`src/rtl/vga_pkg.sv`:
```
// Shared constants, colour-mode enum and colour expansion helper for the VGA frame engine.
package vga_pkg;

    // Default 640x480 @ 60 Hz timing (25 MHz pixel clock)
    localparam int unsigned H_ACTIVE_DEF = 640;
    localparam int unsigned H_FP_DEF     = 16;
    localparam int unsigned H_SYNC_DEF   = 96;
    localparam int unsigned H_BP_DEF     = 48;
    localparam int unsigned V_ACTIVE_DEF = 480;
    localparam int unsigned V_FP_DEF     = 10;
    localparam int unsigned V_SYNC_DEF   = 2;
    localparam int unsigned V_BP_DEF     = 33;
    localparam int unsigned SCALE_DEF    = 2;
    localparam int unsigned ADDR_W_DEF   = 18;
    localparam int unsigned RD_LAT_DEF   = 2;

    typedef enum logic {
        MODE_GRAY   = 1'b0,
        MODE_RGB332 = 1'b1
    } mode_e;

    // Widen {r[2:0],g[2:0],b[1:0]} to 8 bits per channel by bit replication
    function automatic logic [23:0] expand_rgb332(input logic [7:0] px);
        logic [7:0] r8;
        logic [7:0] g8;
        logic [7:0] b8;
        r8 = {px[7:5], px[7:5], px[7:6]};
        g8 = {px[4:2], px[4:2], px[4:3]};
        b8 = {4{px[1:0]}};
        return {r8, g8, b8};
    endfunction

endpackage

```
`src/rtl/vga_frame_engine_if.sv`:
```
// Bundle of control, frame-buffer and DAC-side signals of the VGA frame engine.
interface vga_frame_engine_if #(
    parameter int unsigned ADDR_W = 18
);
    logic [ADDR_W-1:0] fb_base_a;
    logic [ADDR_W-1:0] fb_base_b;
    logic              swap_req;
    logic              mode;
    logic [ADDR_W-1:0] mem_addr;
    logic              mem_rd_en;
    logic [7:0]        mem_data;
    logic [7:0]        vga_r;
    logic [7:0]        vga_g;
    logic [7:0]        vga_b;
    logic              vga_hs;
    logic              vga_vs;
    logic              vga_blank_n;
    logic              vga_sync_n;
    logic              frame_start;
    logic              buf_active;

    // Engine side
    modport master (
        input  fb_base_a, fb_base_b, swap_req, mode, mem_data,
        output mem_addr, mem_rd_en, vga_r, vga_g, vga_b, vga_hs, vga_vs,
               vga_blank_n, vga_sync_n, frame_start, buf_active
    );

    // System / memory / DAC side
    modport slave (
        output fb_base_a, fb_base_b, swap_req, mode, mem_data,
        input  mem_addr, mem_rd_en, vga_r, vga_g, vga_b, vga_hs, vga_vs,
               vga_blank_n, vga_sync_n, frame_start, buf_active
    );
endinterface

```
`src/rtl/vga_timing_gen.sv`:
```
// Horizontal/vertical scan counters with raw (undelayed) sync, active and frame markers.
module vga_timing_gen #(
    parameter int unsigned H_ACTIVE = 640,
    parameter int unsigned H_FP     = 16,
    parameter int unsigned H_SYNC   = 96,
    parameter int unsigned H_BP     = 48,
    parameter int unsigned V_ACTIVE = 480,
    parameter int unsigned V_FP     = 10,
    parameter int unsigned V_SYNC   = 2,
    parameter int unsigned V_BP     = 33
) (
    input  logic clk,
    input  logic rst,
    output logic adv_o,          // counters advance on this clock
    output logic active_o,
    output logic hs_raw_o,
    output logic vs_raw_o,
    output logic frame_start_o,
    output logic line_end_o,
    output logic frame_end_o,
    output logic first_line_o
);
    localparam int unsigned H_TOTAL = H_ACTIVE + H_FP + H_SYNC + H_BP;
    localparam int unsigned V_TOTAL = V_ACTIVE + V_FP + V_SYNC + V_BP;
    localparam int unsigned HW      = $clog2(H_TOTAL);
    localparam int unsigned VW      = $clog2(V_TOTAL);

    logic [HW-1:0] h_q, h_d;
    logic [VW-1:0] v_q, v_d;
    // Low for the first clock after reset so h=0,v=0 is held for one full clock
    logic          run_q;
    logic          line_end;
    logic          last_line;

    // Counter state registers
    always_ff @(posedge clk or posedge rst) begin
        if (rst) begin
            run_q <= 1'b0;
            h_q   <= '0;
            v_q   <= '0;
        end else begin
            run_q <= 1'b1;
            h_q   <= h_d;
            v_q   <= v_d;
        end
    end

    // Next-state counters and decoded timing flags
    always_comb begin
        h_d       = h_q;
        v_d       = v_q;
        last_line = (v_q == VW'(V_TOTAL - 1));
        line_end  = run_q && (h_q == HW'(H_TOTAL - 1));
        if (run_q) begin
            if (line_end) begin
                h_d = '0;
                v_d = last_line ? '0 : v_q + 1'b1;
            end else begin
                h_d = h_q + 1'b1;
            end
        end

        adv_o         = run_q;
        active_o      = run_q && (h_q < HW'(H_ACTIVE)) && (v_q < VW'(V_ACTIVE));
        hs_raw_o      = !((h_q >= HW'(H_ACTIVE + H_FP)) &&
                          (h_q < HW'(H_ACTIVE + H_FP + H_SYNC)));
        vs_raw_o      = !((v_q >= VW'(V_ACTIVE + V_FP)) &&
                          (v_q < VW'(V_ACTIVE + V_FP + V_SYNC)));
        frame_start_o = run_q && (h_q == '0) && (v_q == '0);
        line_end_o    = line_end;
        frame_end_o   = line_end && last_line;
        first_line_o  = (v_q == '0);
    end

endmodule

```
`src/rtl/vga_frame_engine.sv`:
```
// Frame-buffer scan engine: scaled addressing, double-buffer swap, latency-matched sync/colour.
module vga_frame_engine
    import vga_pkg::*;
#(
    parameter int unsigned H_ACTIVE = H_ACTIVE_DEF,
    parameter int unsigned H_FP     = H_FP_DEF,
    parameter int unsigned H_SYNC   = H_SYNC_DEF,
    parameter int unsigned H_BP     = H_BP_DEF,
    parameter int unsigned V_ACTIVE = V_ACTIVE_DEF,
    parameter int unsigned V_FP     = V_FP_DEF,
    parameter int unsigned V_SYNC   = V_SYNC_DEF,
    parameter int unsigned V_BP     = V_BP_DEF,
    parameter int unsigned SCALE    = SCALE_DEF,
    parameter int unsigned ADDR_W   = ADDR_W_DEF,
    parameter int unsigned RD_LAT   = RD_LAT_DEF
) (
    input  logic                clk,
    input  logic                rst,
    vga_frame_engine_if.master  bus
);
    localparam int unsigned STRIDE = H_ACTIVE / SCALE;
    localparam int unsigned PIPE   = RD_LAT + 2;

    logic adv, active, hs_raw, vs_raw, frame_start, line_end, frame_end, first_line;

    vga_timing_gen #(
        .H_ACTIVE (H_ACTIVE),
        .H_FP     (H_FP),
        .H_SYNC   (H_SYNC),
        .H_BP     (H_BP),
        .V_ACTIVE (V_ACTIVE),
        .V_FP     (V_FP),
        .V_SYNC   (V_SYNC),
        .V_BP     (V_BP)
    ) u_timing (
        .clk           (clk),
        .rst           (rst),
        .adv_o         (adv),
        .active_o      (active),
        .hs_raw_o      (hs_raw),
        .vs_raw_o      (vs_raw),
        .frame_start_o (frame_start),
        .line_end_o    (line_end),
        .frame_end_o   (frame_end),
        .first_line_o  (first_line)
    );

    logic              buf_active_q, buf_active_d;
    logic              pending_q, pending_d;
    logic [1:0]        hsub_q, hsub_d;
    logic [1:0]        vsub_q, vsub_d;
    logic [ADDR_W-1:0] col_q, col_d;
    logic [ADDR_W-1:0] row_base_q, row_base_d;
    logic [ADDR_W-1:0] mem_addr_q, mem_addr_d;
    logic              mem_rd_en_q, mem_rd_en_d;
    logic [PIPE-1:0]   hs_pipe_q, hs_pipe_d;
    logic [PIPE-1:0]   vs_pipe_q, vs_pipe_d;
    logic [PIPE-1:0]   blank_pipe_q, blank_pipe_d;
    logic [23:0]       rgb_q, rgb_d;
    logic [ADDR_W-1:0] sel_base;
    logic [ADDR_W-1:0] row_base_eff;
    mode_e             mode_sel;

    // All engine state; reset drops every output to its idle level at once
    always_ff @(posedge clk or posedge rst) begin
        if (rst) begin
            buf_active_q <= 1'b0;
            pending_q    <= 1'b0;
            hsub_q       <= '0;
            vsub_q       <= '0;
            col_q        <= '0;
            row_base_q   <= '0;
            mem_addr_q   <= '0;
            mem_rd_en_q  <= 1'b0;
            hs_pipe_q    <= '1;
            vs_pipe_q    <= '1;
            blank_pipe_q <= '0;
            rgb_q        <= '0;
        end else begin
            buf_active_q <= buf_active_d;
            pending_q    <= pending_d;
            hsub_q       <= hsub_d;
            vsub_q       <= vsub_d;
            col_q        <= col_d;
            row_base_q   <= row_base_d;
            mem_addr_q   <= mem_addr_d;
            mem_rd_en_q  <= mem_rd_en_d;
            hs_pipe_q    <= hs_pipe_d;
            vs_pipe_q    <= vs_pipe_d;
            blank_pipe_q <= blank_pipe_d;
            rgb_q        <= rgb_d;
        end
    end

    // Buffer swap, incremental address generation, sync delay and colour expansion
    always_comb begin
        buf_active_d = buf_active_q;
        pending_d    = pending_q;
        hsub_d       = hsub_q;
        vsub_d       = vsub_q;
        col_d        = col_q;
        row_base_d   = row_base_q;
        mem_addr_d   = mem_addr_q;
        mem_rd_en_d  = 1'b0;
        rgb_d        = '0;
        mode_sel     = mode_e'(bus.mode);

        // A request on the boundary clock itself is honoured at that boundary
        if (frame_end && (pending_q || bus.swap_req)) begin
            buf_active_d = ~buf_active_q;
            pending_d    = 1'b0;
        end else if (bus.swap_req) begin
            pending_d = 1'b1;
        end

        // Line 0 reads the live base directly so a swap lands on the frame's first address
        sel_base     = buf_active_q ? bus.fb_base_b : bus.fb_base_a;
        row_base_eff = first_line ? sel_base : row_base_q;

        if (adv) begin
            if (line_end) begin
                hsub_d = '0;
                col_d  = '0;
                if (frame_end) begin
                    vsub_d     = '0;
                    row_base_d = sel_base;
                end else if (vsub_q == 2'(SCALE - 1)) begin
                    vsub_d     = '0;
                    row_base_d = row_base_eff + ADDR_W'(STRIDE);
                end else begin
                    vsub_d     = vsub_q + 1'b1;
                    row_base_d = row_base_eff;
                end
            end else if (hsub_q == 2'(SCALE - 1)) begin
                hsub_d = '0;
                col_d  = col_q + 1'b1;
            end else begin
                hsub_d = hsub_q + 1'b1;
            end
        end

        if (active) begin
            mem_addr_d  = row_base_eff + col_q;
            mem_rd_en_d = 1'b1;
        end

        hs_pipe_d    = {hs_pipe_q[PIPE-2:0], hs_raw};
        vs_pipe_d    = {vs_pipe_q[PIPE-2:0], vs_raw};
        blank_pipe_d = {blank_pipe_q[PIPE-2:0], active};

        // Stage RD_LAT of the blank pipe lines up with the returning pixel byte
        if (blank_pipe_q[RD_LAT]) begin
            if (mode_sel == MODE_RGB332) begin
                rgb_d = expand_rgb332(bus.mem_data);
            end else begin
                rgb_d = {3{bus.mem_data}};
            end
        end
    end

    assign bus.mem_addr    = mem_addr_q;
    assign bus.mem_rd_en   = mem_rd_en_q;
    assign bus.vga_r       = rgb_q[23:16];
    assign bus.vga_g       = rgb_q[15:8];
    assign bus.vga_b       = rgb_q[7:0];
    assign bus.vga_hs      = hs_pipe_q[PIPE-1];
    assign bus.vga_vs      = vs_pipe_q[PIPE-1];
    assign bus.vga_blank_n = blank_pipe_q[PIPE-1];
    assign bus.vga_sync_n  = 1'b0;
    assign bus.frame_start = frame_start;
    assign bus.buf_active  = buf_active_q;

endmodule
```
`src/flat_wrapper.sv`:
```
// flat-port wrapper written by rule: the top's interface ports become plain ports
module vga_frame_engine_flat import vga_pkg::*;
#(
    parameter int unsigned H_ACTIVE = H_ACTIVE_DEF,
    parameter int unsigned H_FP     = H_FP_DEF,
    parameter int unsigned H_SYNC   = H_SYNC_DEF,
    parameter int unsigned H_BP     = H_BP_DEF,
    parameter int unsigned V_ACTIVE = V_ACTIVE_DEF,
    parameter int unsigned V_FP     = V_FP_DEF,
    parameter int unsigned V_SYNC   = V_SYNC_DEF,
    parameter int unsigned V_BP     = V_BP_DEF,
    parameter int unsigned SCALE    = SCALE_DEF,
    parameter int unsigned ADDR_W   = ADDR_W_DEF,
    parameter int unsigned RD_LAT   = RD_LAT_DEF
)
  (clk, rst, bus_fb_base_a, bus_fb_base_b, bus_swap_req, bus_mode, bus_mem_data, bus_mem_addr, bus_mem_rd_en, bus_vga_r, bus_vga_g, bus_vga_b, bus_vga_hs, bus_vga_vs, bus_vga_blank_n, bus_vga_sync_n, bus_frame_start, bus_buf_active);
  vga_frame_engine_if #(.ADDR_W(ADDR_W)) bus_i ();
  input  logic clk;
  input  logic rst;
  input wire logic [$bits(bus_i.fb_base_a)-1:0] bus_fb_base_a;
  input wire logic [$bits(bus_i.fb_base_b)-1:0] bus_fb_base_b;
  input wire logic [$bits(bus_i.swap_req)-1:0] bus_swap_req;
  input wire logic [$bits(bus_i.mode)-1:0] bus_mode;
  input wire logic [$bits(bus_i.mem_data)-1:0] bus_mem_data;
  output wire logic [$bits(bus_i.mem_addr)-1:0] bus_mem_addr;
  output wire logic [$bits(bus_i.mem_rd_en)-1:0] bus_mem_rd_en;
  output wire logic [$bits(bus_i.vga_r)-1:0] bus_vga_r;
  output wire logic [$bits(bus_i.vga_g)-1:0] bus_vga_g;
  output wire logic [$bits(bus_i.vga_b)-1:0] bus_vga_b;
  output wire logic [$bits(bus_i.vga_hs)-1:0] bus_vga_hs;
  output wire logic [$bits(bus_i.vga_vs)-1:0] bus_vga_vs;
  output wire logic [$bits(bus_i.vga_blank_n)-1:0] bus_vga_blank_n;
  output wire logic [$bits(bus_i.vga_sync_n)-1:0] bus_vga_sync_n;
  output wire logic [$bits(bus_i.frame_start)-1:0] bus_frame_start;
  output wire logic [$bits(bus_i.buf_active)-1:0] bus_buf_active;
  assign bus_i.fb_base_a = bus_fb_base_a;
  assign bus_i.fb_base_b = bus_fb_base_b;
  assign bus_i.swap_req = bus_swap_req;
  assign bus_i.mode = bus_mode;
  assign bus_i.mem_data = bus_mem_data;
  assign bus_mem_addr = bus_i.mem_addr;
  assign bus_mem_rd_en = bus_i.mem_rd_en;
  assign bus_vga_r = bus_i.vga_r;
  assign bus_vga_g = bus_i.vga_g;
  assign bus_vga_b = bus_i.vga_b;
  assign bus_vga_hs = bus_i.vga_hs;
  assign bus_vga_vs = bus_i.vga_vs;
  assign bus_vga_blank_n = bus_i.vga_blank_n;
  assign bus_vga_sync_n = bus_i.vga_sync_n;
  assign bus_frame_start = bus_i.frame_start;
  assign bus_buf_active = bus_i.buf_active;
  vga_frame_engine #(.H_ACTIVE(H_ACTIVE), .H_FP(H_FP), .H_SYNC(H_SYNC), .H_BP(H_BP), .V_ACTIVE(V_ACTIVE), .V_FP(V_FP), .V_SYNC(V_SYNC), .V_BP(V_BP), .SCALE(SCALE), .ADDR_W(ADDR_W), .RD_LAT(RD_LAT)) u_core (.clk(clk), .rst(rst), .bus(bus_i));
endmodule
```
`config.mk`:
```
export PLATFORM = sky130hd
export DESIGN_NAME = vga_frame_engine_flat
export DESIGN_NICKNAME = d
export VERILOG_FILES = /design/src/rtl/vga_pkg.sv /design/src/rtl/vga_frame_engine_if.sv /design/src/rtl/vga_timing_gen.sv /design/src/rtl/vga_frame_engine.sv /design/src/flat_wrapper.sv
export SDC_FILE = /design/constraint.sdc
export NUM_CORES = 1
export LEC_CHECK = 0
export BUFFER_PORTS_ARGS = -buffer_cell sky130_fd_sc_hd__buf_2
export CORE_MARGIN = 2
export CORE_UTILIZATION = 40
export DETAILED_ROUTE_END_ITERATION = 10
export GPL_ROUTABILITY_DRIVEN = 0
export PLACE_DENSITY = 0.73
export SLEW_MARGIN = 10
export SYNTH_ARGS = -nofsm -noshare
export SYNTH_HDL_FRONTEND = slang
export SYNTH_SLANG_ARGS = --single-unit
export TNS_END_PERCENT = 20
```
`constraint.sdc`:
```
create_clock -name clk -period 3.7 [get_ports clk]
set_input_delay 0.185 -clock clk [delete_from_list [all_inputs] [get_ports clk]]
set_output_delay 0.185 -clock clk [all_outputs]
set_load 0.005 [all_outputs]
```
==> metrics.yaml, run 1 <==
logic_synthesis:
  syn-cell-area_sq_um: 6645
  ys.flop_type: "dfrtp_1"
  synth_top_area_share_pct: 41.05
  syn-instance-count: 712
  ys_seq_area_share_pct: 44.21
  synth-edff-count: 0
  syn_avg_cell_area_sq_um: 9.333
  yosys-top-cells-count: "dfrtp_1, nand2_1, o21ai_0"
  ys_types: 67
  ys_ff_latch: 117
  synthArstFlopShare_pct: 100.0
  synthTopCellsByArea: "dfrtp_1, o21ai_0, nand2_1"
  yosysWarnings: 0
  synth_top_area_cell: "dfrtp_1"
  synth_nets: 784
  synth_most_common_cell: "dfrtp_1"
sta:
  whs_ps: -48.28
  tns_ps: 0
  min_period_ps: 3411
  hold_violations: 26
  setup_violations: 0
  skew_ps: 7.449
  tightest_slew_ps: 923.8
  slew_headroom_pct: 38.41
  fmax_mhz: 293.2
  finalCritPeriodShare_pct: 92.18
  rsz0062_at_grt: "false"
  maxSlewViolCount: 0
grt:
  grt-ovfl-total: 0
  grt_max_degree: 74
  grt.total_usage_pct: 18.59
  grt_pass1_wl_microns: 26500
  antenna_found_initial: 2
  grt_pass1_vias: 5437
layout:
  drive_above_1_share_pct: 21.10
  fill_cells: 1478
  fin_nets: 879
  seq_area_sq_um: 2938
  fin_area_sq_um: 7953
  syn_to_final_growth_pct: 19.68
  stdcell_count: 1041
  multi_input_area_sq_um: 3450
setup_path:
  reg2reg_depth: 16
  critical_path.max_fanout: 16
  end_kind: "flop"
  start_kind: "flop"
  arrival_ps: 3700
  cp.required_ps: 3980
  regToRegStartpoint: "u_core.u_timing.v_q[0]"
  critPathKind: "reg -> reg"
  regToRegEndpoint: "u_core.bus.mem_addr[14]"
  r2r_slack_ps: 290
power_and_ir_drop:
  leakagePower_nw: 3.690
  power.density_nw_per_um2: 472.4
  p_switching_mw: 1.121
  p_comb_share_pct: 17.4
  p_clk_share_pct: 42.1
  p_sw_share_pct: 29.83
  p_seq_share_pct: 40.5
  vdd_ir_drop_max_mv: 0.2318
  p_int_mw: 2.636
routing:
  drtPass1Iterations: 5
  vias: 5581
  wl_microns: 15670
  drcViolationCount: 0
  vias_per_cell: 5.361
  avgRoutedWirePerCell_microns: 15.05
  antenna_left: 0
  dr.first_iter.drc_count: 480
hold_path:
  min_path_type: "in -> async"
clocking:
  cts_setup_buffers: 0
  htreeDepth: 4
  cts_made_buffers: 17
  insertion_delay_ps: 410
  cts.path.max_buffers: 2
  tritoncts: "yes"
  cts.sinks: 117
  clk_pin_slew_ps: 60
  root_buffer: "clkbuf_16"
floorplan:
  core-area_sq_um: 16410
  fp.dieH_microns: 132.9
  die-area_sq_um: 17660
  start_util_pct: 40.50
  ioPinCount: 97
  die_w_microns: 132.9
  placementRows: 47
placement:
  place_inst: 1008
  dpl.hpwl_microns: 11370
  place.port_buffers: 95
  placed_area_sq_um: 7373
status:
  status: "complete, but fails checks"
  violations: "negative hold slack"
run:
  drv_cap: 0
registers in the layout (all words and copies together), names as in the netlist:
| register | count |
|---|---|
| u_core.bus.mem_addr | 18 |
| u_core.rgb_q | 24 |
| u_core.col_q | 18 |
| u_core.pending_q | 1 |
| u_core.bus.buf_active | 1 |
| u_core.vs_pipe_q | 4 |
| u_core.vsub_q | 2 |
| u_core.hs_pipe_q | 4 |
| u_core.row_base_q | 18 |
| u_core.blank_pipe_q | 4 |
| u_core.u_timing.v_q | 10 |
| u_core.hsub_q | 2 |
| u_core.u_timing.h_q | 10 |
| u_core.u_timing.adv_o | 1 |
repair_timing:
| action | 4_1_cts | 5_1_grt |
|---|---|---|
| gates resized for setup | 0 | 3 |
| endpoints found under the setup margin | 0 | 4 |
| hold buffers | 0 | 0 |
routing by layer:
| metal | vias to the layer above | share of wire (%) | GRT usage [%] |
|---|---|---|---|
| met5 | - | 0.045 | 0 |
| met4 | 2 | 1.9 | 7.348 |
| met3 | 30 | 6.1 | 4.751 |
| met2 | 170 | 47 | 29.79 |
| met1 | 2623 | 44 | 24.15 |
| li1 | 2756 | - | - |
power groups by stage:
| stage | logic (mW) | clock network, mW | registers (mW) |
|---|---|---|---|
| 2_1_floorplan | 0.446 | 0 | 1.52 |
| 3_5_place_dp | 0.653 | 0 | 1.54 |
| 4_1_cts | 0.659 | 1.60 | 1.52 |
| 3_3_place_gp | 0.641 | 0 | 1.54 |
| 5_1_grt | 0.738 | 1.67 | 1.54 |
| 6_report | 0.655 | 1.58 | 1.52 |
worst max-delay path, cell delays in order (launching register included):
cell and delay (ps):
dfrtp_1 420, inv_1 60, ha_1 190, nor2b_2 170, nand3_1 70, buf_4 220
buf_4 180, nand2_1 50, o21ai_0 120, inv_1 100, fa_1 440, nor2b_1 150
o2111ai_1 160, a21oi_1 280, o21a_1 260, nor2_1 80, a311o_1 320
cells by family after synthesis:
group | Yosys count | synth area share (%)
simple gates | 250 | 19.13
compound gates | 182 | 17.06
flops | 117 | 44.21
buf+inv | 64 | 4.086
xor+xnor | 37 | 4.877
mux | 36 | 5.893
fa+ha+maj | 24 | 4.632
other cells | 2 | 0.1130
stage by stage:
stage | util, % | hold slack, ps | total power, mW | worst slack [ps]
2_1_floorplan | - | 293.1 | 1.968 | 140.3
3_3_place_gp | 44.94 | 332.0 | 2.177 | 419.9
3_5_place_dp | 44.94 | 340.2 | 2.197 | 293.8
4_1_cts | 48.41 | 17.02 | 3.784 | 258.1
5_1_grt | 48.46 | 28.74 | 3.950 | 43.91
6_report | 48.47 | -48.28 | 3.757 | 289.4
cell type report:
type,instances,share of cell area [%]
Inverter,33,1.605
Multi-Input combinational cell,531,43.38
Timing Repair Buffer,107,7.426
Sequential cell,117,36.94
Clock inverter,15,1.809
Antenna cell,1,0.03147
Clock buffer,17,5.349
Tap cell,220,3.461
cells in the final DEF, fill, tap and decap left out, types with 10 or more instances in the layout:
master	instances
a21o_1	14
a21oi_1	36
and3_1	14
buf_2	95
buf_4	10
clkbuf_16	17
dfrtp_1	109
ha_1	23
inv_1	31
mux2_2	12
mux2i_1	22
nand2_1	82
nand3_1	22
nand4_1	13
nor2_1	47
nor3_1	17
o211ai_1	10
o21ai_0	73
xnor2_1	23
xor2_1	14
worst max-delay path by stage:
stage          slack (ps)                       to  cells past startpoint              startpoint
6_report              290  u_core.bus.mem_addr[14]                     16  u_core.u_timing.v_q[0]
5_1_grt                40  u_core.bus.mem_addr[14]                     16  u_core.u_timing.v_q[0]
4_1_cts               260  u_core.bus.mem_addr[14]                     15  u_core.u_timing.v_q[0]
3_5_place_dp          290  u_core.bus.mem_addr[14]                     15  u_core.u_timing.v_q[0]
3_3_place_gp          420  u_core.bus.mem_addr[14]                     15  u_core.u_timing.v_q[0]
2_1_floorplan         140  u_core.bus.mem_addr[14]                     18  u_core.u_timing.v_q[0]
No activity file was read; power rests on OpenSTA's default activity.
==> run 2: changes to the inputs <==
--- a/config.mk
+++ b/config.mk
@@ -5,8 +5,9 @@
 export SDC_FILE = /design/constraint.sdc
 export NUM_CORES = 1
 export LEC_CHECK = 0
+export ABC_AREA = 1
 export BUFFER_PORTS_ARGS = -buffer_cell sky130_fd_sc_hd__buf_2
-export CORE_MARGIN = 2
+export CORE_MARGIN = 3
 export CORE_UTILIZATION = 40
 export DETAILED_ROUTE_END_ITERATION = 10
 export GPL_ROUTABILITY_DRIVEN = 0
==> metrics.yaml, run 2 <==
status:
  status: "finished clean"
routing:
  vias: 5794  # +3.8%
  vias_per_cell: 4.982  # -7.1%
  antenna_left: 0  # unchanged
  wl_microns: 16140  # +3.0%
  drcViolationCount: 0  # unchanged
  dr.first_iter.drc_count: 447  # -6.9%
  avgRoutedWirePerCell_microns: 13.88  # -7.8%
  drtPass1Iterations: 5  # unchanged
setup_path:
  path_cells: "inv_1 > ha_1 > nand2_1 > nor2_2 > nand2_2 > inv_2 > nor2_1 > a21oi_1 > ha_1 > inv_1 > fa_1 > o21ai_0 > nand4_1 > nand4_1 > a31oi_1 > nand2_1 > nand2_1 > o21ai_0"
  start_kind: "flop"
  cp_top_family: "adder cells"
  cp_common_cell: "nand2_1"
  arrival_ps: 3650  # -50 ps
  critical_path.max_fanout: 15  # -1
  crit_cells: 18  # +2
  cp_num_buf_inv: 3  # -1
  critPathKind: "reg -> reg"
  regToRegStartpoint: "u_core.u_timing.v_q[0]"
  cpPeakStageDelay_ps: 400  # -40 ps
  regToRegEndpoint: "u_core.bus.mem_addr[14]"
  critPathSlowestCell: "fa_1"
  r2r_slack_ps: 380  # +90 ps
  cp.required_ps: 4030  # +50 ps
  reg2reg_depth: 18  # +2
  end_kind: "flop"
layout:
  fin_area_sq_um: 8077  # +1.6%
  syn_to_final_growth_pct: 20.95
  top_register: "u_core.rgb_q"
  largest_reg_flops: 24  # unchanged
  fin_nets: 1006  # +14%
  diodes: 0  # -1
  final_common_cell: "nand2_1"
  seq_area_sq_um: 2938  # unchanged
  drive_above_1_share_pct: 21.33  # +0.23 points
  fill_cells: 1555  # +5.2%
  layout_common_cells: "nand2_1, dfrtp_1, inv_1"
  multi_input_area_sq_um: 3212  # -6.9%
hold_path:
  min_path_type: "in -> reg"
  hold_start: "bus_swap_req"
  hold_end: "u_core.pending_q"
  holdPathStages: 3
sta:
  tightest_slew_ps: 892.7  # -31.06 ps
  fmax_mhz: 301.3  # +2.8%
  hold_violations: 0  # -100%
  slew_headroom_pct: 40.48  # +2.1 points
  whs_ps: 18.62  # +66.90 ps
  setup_ws_ps: 381.6  # +92.19 ps
  setup_violations: 0  # unchanged
  rsz0062_at_grt: "false"
  min_period_ps: 3318  # -92.19 ps
  skew_ps: 9.965  # +2.516 ps
  maxSlewViolCount: 0  # unchanged
  finalCritPeriodShare_pct: 89.69  # -2.5 points
  tns_ps: 0  # unchanged
logic_synthesis:
  ys.flop_type: "dfrtp_1"
  yosys-top-cells-count: "nand2_1, dfrtp_1, inv_1"
  ys_ff_latch: 117  # unchanged
  syn-cell-area_sq_um: 6678  # +0.49%
  syn-instance-count: 824  # +16%
  yosysWarnings: 0  # unchanged
  synthArstFlopShare_pct: 100.0  # unchanged
  synth_most_common_cell: "nand2_1"
  synth_nets: 896  # +14%
  synthTopCellsByArea: "dfrtp_1, nand2_1, inv_1"
  ys_types: 56  # -16%
  synth_top_area_cell: "dfrtp_1"
  synth-edff-count: 0  # unchanged
  syn_avg_cell_area_sq_um: 8.104  # -13%
  ys_seq_area_share_pct: 43.99  # -0.22 points
  synth_top_area_share_pct: 40.85  # -0.20 points
grt:
  grt-ovfl-total: 0  # unchanged
  grt_pass1_vias: 5382  # -1.0%
  grt_pass1_wl_microns: 26410  # -0.34%
  grtUsageMet2_pct: 28.79  # -1.0 points
  antenna_found_initial: 0  # -2
  grt.total_usage_pct: 18.13  # -0.45 points
  grt_max_degree: 71  # -4.1%
  use_met1_pct: 24.72  # +0.57 points
  top_usage_layer: "met2"
  use_met3_pct: 4.346  # -0.40 points
power_and_ir_drop:
  vdd_ir_drop_max_mv: 0.3271  # +41%
  p_clk_share_pct: 44.4  # +2.3 points
  p_switching_mw: 1.148  # +2.4%
  power.density_nw_per_um2: 485.6  # +2.8%
  p_comb_share_pct: 17.5  # about the same
  leakagePower_nw: 4.131  # +12%
  p_int_mw: 2.774  # +5.2%
  p_sw_share_pct: 29.27  # -0.56 points
  p_seq_share_pct: 38.1  # -2.4 points
floorplan:
  core-area_sq_um: 16120  # -1.8%
  die_w_microns: 135.2  # +1.7%
  ioPinCount: 97  # unchanged
  start_util_pct: 41.44  # +0.93 points
  fp.dieH_microns: 135.2  # +1.7%
  placementRows: 46  # -2.1%
  die-area_sq_um: 18280  # +3.5%
placement:
  place.port_buffers: 95  # unchanged
  placed_area_sq_um: 7372  # about the same
  pre_cts_ws_ps: 413.0  # +119.2 ps
  dpl.hpwl_microns: 11740  # +3.2%
clocking:
  root_buffer: "clkbuf_16"
  clk_pin_slew_ps: 60  # about the same
  ctsResizeCount: 0  # unchanged
  insertion_delay_ps: 420  # about the same
  htreeDepth: 4  # unchanged
  tritoncts: "yes"
  cts.path.max_buffers: 2  # unchanged
  cts.sinks: 117  # unchanged
  cts_made_buffers: 17  # unchanged
run:
  drv_cap: 0  # unchanged
-- run 2: cell count changes after synthesis, moves of 11 or more --
cell      previous run  this run
clkbuf_1            21         4
and3_1              14         2
a21o_1              14         1
inv_2                0        11
nand3_1             22        44
nor2_1              47        72
xnor2_1             23         7
mux2i_1             22         7
o21ai_0             74        44
inv_1               32        99
nand2_1             82       201
-- run 2: routing by layer --
layer,vias to the layer above,routed length (microns)
met3,21,1091
met2,182,7512
met5,-,0
met1,2682,7310
met4,0,225
li1,2909,-
-- run 2: final cells by class --
| cell class | instances | share of cell area (%) |
|---|---|---|
| timing repair buffer | 109 | 7.591 |
| clock buffer | 18 | 5.438 |
| sequential | 117 | 36.37 |
| multi-input combinational | 578 | 39.77 |
| tap | 216 | 3.346 |
| inverter | 111 | 5.190 |
| clock inverter | 14 | 2.293 |
-- run 2: power by group through the flow --
stage | Sequential (mW) | Clock (mW) | Combinational [mW]
after floorplan | 1.50 | 0 | 0.445
after global placement | 1.51 | 0 | 0.664
after detailed placement | 1.52 | 0 | 0.680
after CTS | 1.50 | 1.77 | 0.692
after global routing | 1.51 | 1.84 | 0.777
final | 1.50 | 1.74 | 0.686
-- run 2: worst max-delay path by stage --
stage,endpoint,from,slack (ps)
after floorplan,u_core.blank_pipe_q[0],rst,430
after global placement,u_core.bus.mem_addr[14],u_core.u_timing.v_q[0],610
after detailed placement,u_core.bus.mem_addr[14],u_core.u_timing.v_q[0],410
after CTS,u_core.bus.mem_addr[14],u_core.u_timing.v_q[0],400
after global routing,u_core.bus.mem_addr[14],u_core.u_timing.v_q[0],60
final,u_core.bus.mem_addr[14],u_core.u_timing.v_q[0],380
-- run 2: tightest hold or removal path, delay by kind of cell --
family | cells | cell delay, ps
buffers and inverters | 1 | 80
and+or+nand+nor | 2 | 130
-- run 2: cell families (layout without fill, tap and decap cells) --
group,Yosys count,after routing,share of synthesized area (%)
flops,117,117,43.99
mux,14,14,2.230
buf+inv,129,252,7.907
compound gates,127,127,11.35
other cells,2,2,0.1125
xor+xnor,20,20,2.623
simple gates,391,391,27.17
fa+ha+maj,24,24,4.609
-- run 2: timing repair --
action                                  in CTS  in global routing
endpoints found under the setup margin       0                  0
endpoints found under the hold margin       19                  0
buffers inserted                             0                  0
hold buffers                                 8                  0
-- run 2: stage by stage --
stage	utilization, %	power [mW]	cells
finish	50.12	3.922	1163
global route	50.12	4.125	1163
CTS	50.12	3.959	1163
detailed placement	45.75	2.196	1123
global placement	45.75	2.177	1123
floorplan	-	1.947	824
